[config.mk]
export PLATFORM = sky130hd
export DESIGN_NAME = spi_reg_sequencer
export DESIGN_NICKNAME = d
export VERILOG_FILES = /design/src/rtl/spi_reg_sequencer.sv
export SDC_FILE = /design/constraint.sdc
export NUM_CORES = 1
export LEC_CHECK = 0
export CORE_ASPECT_RATIO = 1.2
export CORE_MARGIN = 3
export CORE_UTILIZATION = 44
export CTS_CLUSTER_SIZE = 8
export DETAILED_ROUTE_END_ITERATION = 7
export PLACE_DENSITY_LB_ADDON = 0.05
export SLEW_MARGIN = 15
export SYNTH_ARGS = -nofsm -noshare
export SYNTH_HDL_FRONTEND = slang
export SYNTH_SLANG_ARGS = --single-unit
[constraint.sdc]
create_clock -name clk -period 1.9 [get_ports clk]
set_input_delay 0.475 -clock clk [delete_from_list [all_inputs] [get_ports clk]]
set_output_delay 0.475 -clock clk [all_outputs]
set_load 0.005 [all_outputs]
[src/rtl/spi_reg_sequencer.sv]
// Two-port register command sequencer in front of spi_main: round-robin arbitration,
// single-cycle SPI launch, completion/timeout handling, and a forced inter-transfer gap.
module spi_reg_sequencer #(
    parameter int ADDR_WIDTH     = 6,
    parameter int DATA_WIDTH     = 8,
    parameter int GAP_CYCLES     = 4,
    parameter int TIMEOUT_CYCLES = 64
) (
    input  logic                  clk,
    input  logic                  rst,
    input  logic                  a_req,
    input  logic                  a_mode,
    input  logic [ADDR_WIDTH-1:0] a_addr,
    input  logic [DATA_WIDTH-1:0] a_wdata,
    output logic                  a_ack,
    output logic [DATA_WIDTH-1:0] a_rdata,
    output logic                  a_err,
    input  logic                  b_req,
    input  logic                  b_mode,
    input  logic [ADDR_WIDTH-1:0] b_addr,
    input  logic [DATA_WIDTH-1:0] b_wdata,
    output logic                  b_ack,
    output logic [DATA_WIDTH-1:0] b_rdata,
    output logic                  b_err,
    output logic                  spi_en,
    output logic                  spi_mode,
    output logic [ADDR_WIDTH-1:0] spi_addr,
    output logic [DATA_WIDTH-1:0] spi_wdata,
    output logic                  spi_wvalid,
    input  logic [DATA_WIDTH-1:0] spi_rdata,
    input  logic                  spi_done,
    output logic                  busy,
    output logic [2:0]            state_dbg
);

    // Handshake: a requester raises req with stable mode/addr/wdata and holds them until
    // its one-cycle ack; ack completes the command and qualifies err (and rdata on reads).

    typedef enum logic [2:0] {
        S_IDLE   = 3'd0,
        S_ARB    = 3'd1,
        S_LAUNCH = 3'd2,
        S_WAIT   = 3'd3,
        S_RESP   = 3'd4,
        S_GAP    = 3'd5
    } state_t;

    localparam int TW = $clog2(TIMEOUT_CYCLES) + 1;
    localparam int GW = $clog2(GAP_CYCLES) + 1;
    localparam logic [TW-1:0] T_LAST = TW'(TIMEOUT_CYCLES - 1);
    localparam logic [GW-1:0] G_LAST = GW'(GAP_CYCLES - 1);

    state_t          state;
    logic            grant_b;
    logic            last_b;
    logic            done_q;
    logic [TW-1:0]   tcnt;
    logic [GW-1:0]   gcnt;
    logic            done_rise;
    logic            pick_b;

    assign done_rise = spi_done & ~done_q;
    // B wins when it is the only requester, or on a tie when A was granted last.
    assign pick_b    = b_req & (~a_req | ~last_b);
    assign busy      = (state != S_IDLE);
    assign state_dbg = state;

    always_ff @(posedge clk) begin
        if (rst) begin
            state      <= S_IDLE;
            grant_b    <= 1'b0;
            last_b     <= 1'b1;
            done_q     <= 1'b0;
            tcnt       <= '0;
            gcnt       <= '0;
            a_ack      <= 1'b0;
            a_err      <= 1'b0;
            a_rdata    <= '0;
            b_ack      <= 1'b0;
            b_err      <= 1'b0;
            b_rdata    <= '0;
            spi_en     <= 1'b0;
            spi_mode   <= 1'b0;
            spi_addr   <= '0;
            spi_wdata  <= '0;
            spi_wvalid <= 1'b0;
        end else begin
            done_q <= spi_done;
            a_ack  <= 1'b0;
            b_ack  <= 1'b0;
            a_err  <= 1'b0;
            b_err  <= 1'b0;
            case (state)
                S_IDLE: begin
                    if (a_req | b_req) state <= S_ARB;
                end
                S_ARB: begin
                    grant_b    <= pick_b;
                    last_b     <= pick_b;
                    spi_mode   <= pick_b ? b_mode  : a_mode;
                    spi_addr   <= pick_b ? b_addr  : a_addr;
                    spi_wdata  <= pick_b ? b_wdata : a_wdata;
                    spi_wvalid <= pick_b ? b_mode  : a_mode;
                    spi_en     <= 1'b1;
                    state      <= S_LAUNCH;
                end
                S_LAUNCH: begin
                    spi_en <= 1'b0;
                    tcnt   <= '0;
                    state  <= S_WAIT;
                end
                S_WAIT: begin
                    if (done_rise) begin
                        if (!spi_mode) begin
                            if (grant_b) b_rdata <= spi_rdata;
                            else         a_rdata <= spi_rdata;
                        end
                        a_ack      <= ~grant_b;
                        b_ack      <= grant_b;
                        spi_wvalid <= 1'b0;
                        state      <= S_RESP;
                    end else if (tcnt == T_LAST) begin
                        a_ack      <= ~grant_b;
                        b_ack      <= grant_b;
                        a_err      <= ~grant_b;
                        b_err      <= grant_b;
                        spi_wvalid <= 1'b0;
                        state      <= S_RESP;
                    end else if (tcnt != '1) begin
                        tcnt <= tcnt + 1'b1;
                    end
                end
                S_RESP: begin
                    gcnt  <= '0;
                    state <= S_GAP;
                end
                S_GAP: begin
                    if (gcnt == G_LAST) state <= S_IDLE;
                    else if (gcnt != '1) gcnt <= gcnt + 1'b1;
                end
                default: state <= S_IDLE;
            endcase
        end
    end

endmodule

==> results_tabular.tex, run 1 <==
\begin{tabular}{lr}
\hline
Metric & Value \\
\hline
\multicolumn{2}{l}{\textbf{Power and ir drop}} \\
Switching power & 0.547 mW \\
Gate power share & 0.202 \\
Peak ir drop on the vdd network & 0.425 mV \\
Reg power frac & 0.543 \\
Power density relative to cell area & 667 mW/mm\^{}2 \\
Share of power burned in the clock network & 0.255 \\
Internal Pwr Total & 1.68 mW \\
Static Leakage & 1.33 nW \\
Switching portion of total power & 0.245 \\
\multicolumn{2}{l}{\textbf{Clocking}} \\
Clock slew at the register clock pins of the worst setup and hold paths & 80 ps \\
CTS H-tree lvls & 2 \\
CTS buffer count & 5 \\
Clk Tree Root Cell & sky130\_fd\_sc\_hd\_\_clkbuf\_8 \\
Clock tree sinks & 53 \\
Hold buffer count at cts & 0 \\
Clock buffer depth & 2 \\
Source-to-sink clock delay at the later pin of the worst-skew pair & 290 ps \\
TritonCTS clock tree & yes \\
Post-CTS setup buffer count & 0 \\
\multicolumn{2}{l}{\textbf{Critical path}} \\
Critical path capture point type & output port \\
Master of the slowest instance on the critical path & sky130\_fd\_sc\_hd\_\_clkdlybuf4s50\_1 \\
Cell depth of the worst flop-to-flop path & 6 \\
Critical Path Source Type & flip-flop \\
Arrival time worst endpoint & 1320 ps \\
Required @ worst endpoint & 1420 ps \\
Highest net fanout along the worst path & 10 \\
Crit-path cells & buf\_4 > clkdlybuf4s50\_1 \\
Critical Path Max Stage Delay & 530 ps \\
Kind of critical path & reg2out \\
\multicolumn{2}{l}{\textbf{GRT}} \\
Remaining Overflow, GRT & 0 \\
Vias in the first global route & 1970 \\
Global-route wire length before repair & 8790 um \\
Number of antenna violations at the first check in global routing & 0 \\
GRT Resource Usage Total & 0.177 \\
Largest net degree at the start of global routing & 31 \\
\multicolumn{2}{l}{\textbf{STA}} \\
Worst Hold Slack & 495 ps \\
Minimum setup slack in the final design & 104 ps \\
Final number of setup-violating endpoints & 0 \\
Final Max Slew Viols & 0 \\
Max transition margin & 0.682 \\
Worst-Margin Slew & 474 ps \\
RSZ-0062 raised after global routing & false \\
Hold Vio Cnt, Final & 0 \\
Final period demand of the worst path & 1800 ps \\
Setup skew after layout & 4.55 ps \\
Highest clock frequency the design can meet & 557 MHz \\
Portion of the clock cycle consumed by the worst path in the final layout & 0.945 \\
\multicolumn{2}{l}{\textbf{Placement}} \\
Placement Setup Slack & -131 ps \\
Sum of net half-perimeters after detailed placement & 3830 um \\
Count of input and output buffers & 83 \\
Final weighted congestion in routability-driven placement & 0.758 \\
\multicolumn{2}{l}{\textbf{Flow run}} \\
MaxCap Viol Count & 0 \\
\multicolumn{2}{l}{\textbf{Synth}} \\
Main flop type after synthesis & sky130\_fd\_sc\_hd\_\_dfxtp\_1 \\
Average cell area after synthesis & 9.53 sq um \\
Post-synthesis async set-or-reset flop share & 0 \\
Sequential element share of the synthesized area & 0.468 \\
Number of enable-type register cells in the synthesized netlist & 0 \\
Most area-hungry cell type in the Yosys netlist & sky130\_fd\_sc\_hd\_\_dfxtp\_1 \\
Number of warnings printed during yosys synthesis & 0 \\
Synth area leaders & sky130\_fd\_sc\_hd\_\_dfxtp\_1 (47\%), sky130\_fd\_sc\_hd\_\_mux2i\_1 (14\%), sky130\_fd\_sc\_hd\_\_nor2\_1 (6.6\%), sky130\_fd\_sc\_hd\_\_a211oi\_1 (5.0\%), sky130\_fd\_sc\_hd\_\_ha\_1 (2.2\%) \\
Netlist area before placement & 0.00227 sq mm \\
Portion of synthesized cell area occupied by the leading cell type & 0.468 \\
Post-Syn Nets & 285 \\
Number of distinct standard cells referenced by the synthesized netlist & 44 \\
Library cell with the highest instance count after synthesis & sky130\_fd\_sc\_hd\_\_dfxtp\_1 \\
Most common library cells after synthesis & sky130\_fd\_sc\_hd\_\_dfxtp\_1 (53), sky130\_fd\_sc\_hd\_\_nor2\_1 (40), sky130\_fd\_sc\_hd\_\_mux2i\_1 (31) \\
Number of instances in the synthesized netlist & 238 \\
Flip-flop and latch count after synthesis & 53 \\
\multicolumn{2}{l}{\textbf{Die}} \\
Starting density of the core & 0.456 \\
IO Pins & 84 \\
Overall die height & 84.7 um \\
Die Footprint & 0.00606 sq mm \\
Row count & 28 \\
Core area & 0.00497 sq mm \\
Die width & 71.5 um \\
\multicolumn{2}{l}{\textbf{Drt}} \\
Remaining design rule violation count & 0 \\
Average detailed-routed wire length per instance & 12.8 um \\
Count of nets left with antenna violations after detail routing & 0 \\
Ratio of routed vias to standard cells & 5.16 \\
Total via count in the routed design & 2026 \\
Router iterations before antenna repair & 4 \\
Initial detailed-routing violation count & 56 \\
Routed wire length & 5020 um \\
\multicolumn{2}{l}{\textbf{Hold path}} \\
Hold-critical path depth & 2 \\
Hold WC Path Type & reg2reg \\
\multicolumn{2}{l}{\textbf{Cells and area}} \\
Nets & 381 \\
Synthesis-to-layout area growth & 47.4\% \\
Number of diodes added for antenna fixing & 0 \\
Fraction of layout cells with a size suffix above 1 & 0.111 \\
\multicolumn{2}{l}{\textbf{Outcome}} \\
Outcome & complete, no violations \\
\hline
\end{tabular}
==> placed cells by master, fill, tap and decap left out, drive strengths merged, types with 3 or more instances in the layout <==
cell           instances
buf                   21
ha                     4
nand3                  5
dfxtp                 53
nand2                 13
a21o                   3
o21ai                  8
and3                   3
nor2b                  3
clkdlybuf4s50         82
nor2                  40
nand2b                 5
a21oi                  6
clkbuf                 5
a22oi                  3
a211oi                15
mux2i                 31
==> layout make-up <==
class                           instances  area, sq um
Inverter                                2         7.51
Multi-Input combinational cell        168         1130
Clock inverter                          1         5.00
Tap cell                               60         75.1
Fill cell                             442         1630
Clock buffer                            5         68.8
Timing Repair Buffer                  104          987
Sequential cell                        53         1070
==> power groups by stage <==
| stage | Clock, mW | Sequential (mW) | Combinational (mW) |
|---|---|---|---|
| 3_3_place_gp | 0 | 1.23 | 0.453 |
| 4_1_cts | 0.597 | 1.21 | 0.457 |
| 6_report | 0.569 | 1.21 | 0.451 |
| 3_5_place_dp | 0 | 1.24 | 0.457 |
| 5_1_grt | 0.632 | 1.22 | 0.501 |
| 2_1_floorplan | 0 | 1.23 | 0.202 |
==> worst max-delay path: cells and delay by family, from the launching register on <==
kind                   cells  cell delay [ps]
buffers and inverters      2              690
flip-flops                 1              340
==> routing by layer <==
metal	wire length [um]	part of all wire	vias up	track usage
li1	-	-	1041	-
met1	2150	0.43	906	0.213
met2	2320	0.46	74	0.294
met3	483	0.096	5	0.0647
met4	60	0.012	0	0.0513
met5	0	0	-	0
==> state kept, by name, summed over array words and instances, names as in the netlist <==
signal	cells
a_err	1
a_ack	1
tcnt	7
b_err	1
last_b	1
spi_wvalid	1
a_rdata	8
grant_b	1
gcnt	3
spi_wdata	8
spi_en	1
b_ack	1
state_dbg	3
b_rdata	8
spi_mode	1
done_q	1
spi_addr	6
==> stage by stage <==
stage                      util  instance area [sq um]  setup TNS, ps  instances  total power [mW]
after CTS                 0.671                   3340              0        393              2.27
after detailed placement  0.656                   3260           -941        387              1.69
after global routing      0.672                   3340              0        393              2.35
after global placement    0.656                   3260           -409        387              1.69
after floorplan               -                   2270              0        238              1.43
final                     0.672                   3340              0        393              2.23
==> logic make-up after synthesis <==
family	after synthesis	share of synthesized area
AOI/OAI and AO/OA	50	0.153
adders and majority gates	4	0.0221
buffers and inverters	17	0.0370
DFF	53	0.468
muxes	32	0.142
and+or+nand+nor	82	0.178
==> repair_timing <==
action,in CTS,in global routing
gates resized for setup,4,1
endpoints found under the setup margin,1,3
hold endpoints to repair,0,0
==> path summary, 6_finish.rpt <==
| kind | end | start | slack [ps] |
|---|---|---|---|
| worst max register to register | gcnt[2]$_SDFFE_PP0P_ | gcnt[0]$_SDFFE_PP0P_ | 180 |
| worst max-delay path | state_dbg[2] | state_dbg[2]$_SDFFE_PP0P_ | 100 |
| worst min-delay path | a_rdata[3]$_SDFFE_PP0P_ | a_rdata[3]$_SDFFE_PP0P_ | 500 |
| worst min register to register | a_rdata[3]$_SDFFE_PP0P_ | a_rdata[3]$_SDFFE_PP0P_ | 500 |
Note: power is estimated with default switching activity, not from simulation.
==> run 2: changes to the inputs <==
--- a/config.mk
+++ b/config.mk
@@ -10,6 +10,7 @@
 export CORE_UTILIZATION = 44
 export CTS_CLUSTER_SIZE = 8
 export DETAILED_ROUTE_END_ITERATION = 7
+export GPL_ROUTABILITY_DRIVEN = 0
 export PLACE_DENSITY_LB_ADDON = 0.05
 export SLEW_MARGIN = 15
 export SYNTH_ARGS = -nofsm -noshare
==> results of run 2 <==
The final DEF is identical to that of run 1; final timing and power are the same.
==> run 3: changes to the inputs <==
--- a/config.mk
+++ b/config.mk
@@ -5,9 +5,10 @@
 export SDC_FILE = /design/constraint.sdc
 export NUM_CORES = 1
 export LEC_CHECK = 0
+export ABC_AREA = 1
 export CORE_ASPECT_RATIO = 1.2
-export CORE_MARGIN = 3
-export CORE_UTILIZATION = 44
+export CORE_MARGIN = 5
+export CORE_UTILIZATION = 45
 export CTS_CLUSTER_SIZE = 8
 export DETAILED_ROUTE_END_ITERATION = 7
 export GPL_ROUTABILITY_DRIVEN = 0
==> run 3 against run 2 <==
Net effect:
- first-iteration DRC count increased to 2.6 times the previous value
- sequential power increased by 7%
- clock skew about the same
- non-clock buffer count decreased by 12
- global-route usage decreased by 0.90 points
- via count increased by 14%
- die area increased by 13%
- worst setup slack improved by 3.0 ps
- synthesized area increased by 4.5%
- final area increased by 1.8%
- clock power increased by 36%
- critical path type unchanged
- critical endpoint is now busy
- largest power group unchanged
- highest routed layer unchanged
==> results_tabular.tex, run 3 <==
\begin{tabular}{lr}
\hline
Metric & Value \\
\hline
\multicolumn{2}{l}{\textbf{Synth}} \\
Post-Syn Nets & 369 (+29\%) \\
Flip-flop and latch count after synthesis & 53 (unchanged) \\
Post-synthesis async set-or-reset flop share & 0 (unchanged) \\
Sequential element share of the synthesized area & 0.448 (-0.0200) \\
Average cell area after synthesis & 7.36 sq um (-23\%) \\
Most area-hungry cell type in the Yosys netlist & sky130\_fd\_sc\_hd\_\_dfxtp\_1 \\
Library cell with the highest instance count after synthesis & sky130\_fd\_sc\_hd\_\_nand2\_1 \\
Synth area leaders & sky130\_fd\_sc\_hd\_\_dfxtp\_1 (45\%), sky130\_fd\_sc\_hd\_\_nand2\_1 (10\%), sky130\_fd\_sc\_hd\_\_inv\_1 (7.1\%), sky130\_fd\_sc\_hd\_\_nand3\_1 (6.5\%), sky130\_fd\_sc\_hd\_\_a21oi\_1 (6.1\%) \\
Netlist area before placement & 0.00237 sq mm (+4.5\%) \\
Number of warnings printed during yosys synthesis & 0 (unchanged) \\
Number of distinct standard cells referenced by the synthesized netlist & 28 (-36\%) \\
Number of enable-type register cells in the synthesized netlist & 0 (unchanged) \\
Number of instances in the synthesized netlist & 322 (+35\%) \\
Main flop type after synthesis & sky130\_fd\_sc\_hd\_\_dfxtp\_1 \\
Most common library cells after synthesis & sky130\_fd\_sc\_hd\_\_nand2\_1 (64), sky130\_fd\_sc\_hd\_\_dfxtp\_1 (53), sky130\_fd\_sc\_hd\_\_inv\_1 (45) \\
Portion of synthesized cell area occupied by the leading cell type & 0.448 (-0.0200) \\
\multicolumn{2}{l}{\textbf{Cells and area}} \\
Top library cells by usage in the layout, fill and taps aside & sky130\_fd\_sc\_hd\_\_clkdlybuf4s50\_1 (83), sky130\_fd\_sc\_hd\_\_nand2\_1 (64), sky130\_fd\_sc\_hd\_\_dfxtp\_1 (52), sky130\_fd\_sc\_hd\_\_inv\_1 (45), sky130\_fd\_sc\_hd\_\_nand3\_1 (31) \\
Number of diodes added for antenna fixing & 0 (unchanged) \\
Cell Count, Final, Fillers Out & 472 (+20\%) \\
Final-layout fill cell count & 471 (+6.6\%) \\
Fraction of layout cells with a size suffix above 1 & 0.0780 (-0.0331) \\
Most common library cell in the layout ignoring fill and taps & sky130\_fd\_sc\_hd\_\_clkdlybuf4s50\_1 \\
Fraction of the core area covered by cells at the end of the flow & 0.656 (-0.0164) \\
Storage cell area & 0.00106 sq mm (-0.12\%) \\
Synthesis-to-layout area growth & 43.6\% \\
Multi-input combinational cell area & 0.00106 sq mm (-6.8\%) \\
Nets & 456 (+20\%) \\
Leading registers by flop count & a\_rdata (8), b\_rdata (8), spi\_wdata (8) \\
\multicolumn{2}{l}{\textbf{Clocking}} \\
Source-to-sink clock delay at the later pin of the worst-skew pair & 300 ps (about the same) \\
Clk Tree Root Cell & sky130\_fd\_sc\_hd\_\_clkbuf\_8 \\
TritonCTS clock tree & yes \\
Clock buffer depth & 2 (unchanged) \\
CTS H-tree lvls & 2 (unchanged) \\
Clock slew at the register clock pins of the worst setup and hold paths & 100 ps (+20 ps) \\
Clock tree sinks & 53 (unchanged) \\
CTS buffer count & 5 (unchanged) \\
Hold buffer count at cts & 0 (unchanged) \\
\multicolumn{2}{l}{\textbf{Critical path}} \\
Master of the slowest instance on the critical path & sky130\_fd\_sc\_hd\_\_clkdlybuf4s50\_1 \\
Required @ worst endpoint & 1420 ps (about the same) \\
Crit-path cells & inv\_2 > nand2\_1 > clkdlybuf4s50\_1 \\
Critical path capture point type & output port \\
Arrival time worst endpoint & 1320 ps (about the same) \\
Critical Path Max Stage Delay & 490 ps (-40 ps) \\
Highest net fanout along the worst path & 5 (-5) \\
Critical Path Source Type & flip-flop \\
Kind of critical path & reg2out \\
\multicolumn{2}{l}{\textbf{Power and ir drop}} \\
Power density relative to cell area & 833 mW/mm\^{}2 (+25\%) \\
Peak ir drop on the vdd network & 0.427 mV (+0.53\%) \\
Static Leakage & 1.40 nW (+4.6\%) \\
\multicolumn{2}{l}{\textbf{STA}} \\
Hold Vio Cnt, Final & 0 (unchanged) \\
Highest clock frequency the design can meet & 558 MHz (+0.17\%) \\
Max transition margin & 0.682 (about the same) \\
Final period demand of the worst path & 1790 ps (-2.97 ps) \\
Setup skew after layout & 4.67 ps (+0.122 ps) \\
Worst-Margin Slew & 476 ps (+1.53 ps) \\
Final Max Slew Viols & 0 (unchanged) \\
Final number of setup-violating endpoints & 0 (unchanged) \\
Portion of the clock cycle consumed by the worst path in the final layout & 0.944 (-0.00156) \\
RSZ-0062 raised after global routing & false \\
\multicolumn{2}{l}{\textbf{Die}} \\
IO Pins & 84 (unchanged) \\
Die width & 76.2 um (+6.6\%) \\
Starting density of the core & 0.457 (+0.000730) \\
Die Footprint & 0.00682 sq mm (+13\%) \\
Row count & 29 (+3.6\%) \\
Core area & 0.00519 sq mm (+4.3\%) \\
Overall die height & 89.5 um (+5.7\%) \\
\multicolumn{2}{l}{\textbf{GRT}} \\
Largest net degree at the start of global routing & 29 (-6.5\%) \\
Number of antenna violations at the first check in global routing & 0 (unchanged) \\
Global-route wire length before repair & 9540 um (+8.5\%) \\
Remaining Overflow, GRT & 0 (unchanged) \\
Vias in the first global route & 2101 (+6.6\%) \\
GRT Resource Usage Total & 0.168 (-0.00902) \\
\multicolumn{2}{l}{\textbf{Drt}} \\
Average detailed-routed wire length per instance & 11.9 um (-7.1\%) \\
Ratio of routed vias to standard cells & 4.91 (-4.7\%) \\
Remaining design rule violation count & 0 (unchanged) \\
Routed wire length & 5600 um (+12\%) \\
Total via count in the routed design & 2318 (+14\%) \\
Count of nets left with antenna violations after detail routing & 0 (unchanged) \\
Router iterations before antenna repair & 4 (unchanged) \\
Initial detailed-routing violation count & 143 (+160\%) \\
\multicolumn{2}{l}{\textbf{Placement}} \\
Sum of net half-perimeters after detailed placement & 4200 um (+9.8\%) \\
Count of input and output buffers & 83 (unchanged) \\
Number of instances in the placed design & 463 (+20\%) \\
\multicolumn{2}{l}{\textbf{Flow run}} \\
MaxCap Viol Count & 0 (unchanged) \\
\multicolumn{2}{l}{\textbf{Hold path}} \\
Hold WC Path Type & reg2reg \\
\multicolumn{2}{l}{\textbf{Outcome}} \\
Outcome & complete, no violations \\
\hline
\end{tabular}
[run 3: cell count changes after synthesis, sizes merged, moves of 5 or more]
cell | previous run | this run
a211oi | 15 | 0
inv | 2 | 49
nor2 | 40 | 27
nand3 | 5 | 34
mux2i | 31 | 0
nand2 | 13 | 68
o211ai | 2 | 14
a21oi | 6 | 29
nand2b | 5 | 0
o21ai | 8 | 24
[run 3: metal layers]
layer	up-vias	wire length, um	GRT usage
met5	-	0	0
met4	0	70	0.0525
met3	5	634	0.0635
met2	91	2550	0.291
met1	1004	2350	0.195
li1	1218	-	-
[run 3: worst max-delay path, delay by kind of cell, from the launching register on]
kind                   cells  cell delay (ps)
buffers and inverters      2              560
flip-flops                 1              380
AND/OR/NAND/NOR            1               70
[run 3: metrics by stage]
stage | total power, mW | setup TNS [ps] | worst slack, ps | area [sq um] | hold slack, ps
6_report | 2.83 | 0 | 107 | 3400 | 447
5_1_grt | 3.01 | 0 | 49.7 | 3400 | 471
4_1_cts | 2.86 | 0 | 34.2 | 3400 | 452
3_5_place_dp | 2.08 | -13.1 | -6.66 | 3280 | 436
3_3_place_gp | 2.07 | 0 | 32.3 | 3280 | 432
2_1_floorplan | 1.70 | 0 | 592 | 2370 | 429
[run 3: power by group]
part / leakage (nW) / total (mW) / internal [mW] / switching (mW)
Clock: 0.0543 / 0.773 / 0.395 / 0.378
Combinational: 0.908 / 0.763 / 0.400 / 0.363
Sequential: 0.432 / 1.30 / 1.22 / 0.0734
Total: 1.40 / 2.83 / 2.02 / 0.814
[run 3: layout make-up]
cell class / count / share of cell area
flip-flops and latches: 53 / 0.313
multi-input cells: 207 / 0.311
repair buffers: 92 / 0.264
inverters: 50 / 0.0559
well taps: 62 / 0.0228
clock buffers: 5 / 0.0202
clock inverters: 3 / 0.0136
[run 3: final timing paths]
kind | start | end | slack, ps | cells after the start
setup / recovery | state_dbg[2]$_SDFFE_PP0P_ | busy | 110 | 3
hold / removal | a_rdata[1]$_SDFFE_PP0P_ | a_rdata[1]$_SDFFE_PP0P_ | 450 | 2
setup reg to reg | tcnt[1]$_SDFFE_PP0P_ | tcnt[0]$_SDFFE_PP0P_ | 350 | 10
hold reg to reg | a_rdata[1]$_SDFFE_PP0P_ | a_rdata[1]$_SDFFE_PP0P_ | 450 | 2
[run 3: kinds of logic after synthesis]
group,share of synthesized area
flip-flops,0.448
AO/OA/AOI/OAI,0.164
buffers and inverters,0.109
adder cells (fa/ha/maj),0.0211
AND/OR/NAND/NOR,0.259
[run 3: what timing repair did]
action                                  CTS  global route
endpoints found under the setup margin    1             1
resized for setup                         2             0
gates cloned                              0             0
setup buffers                             0             1
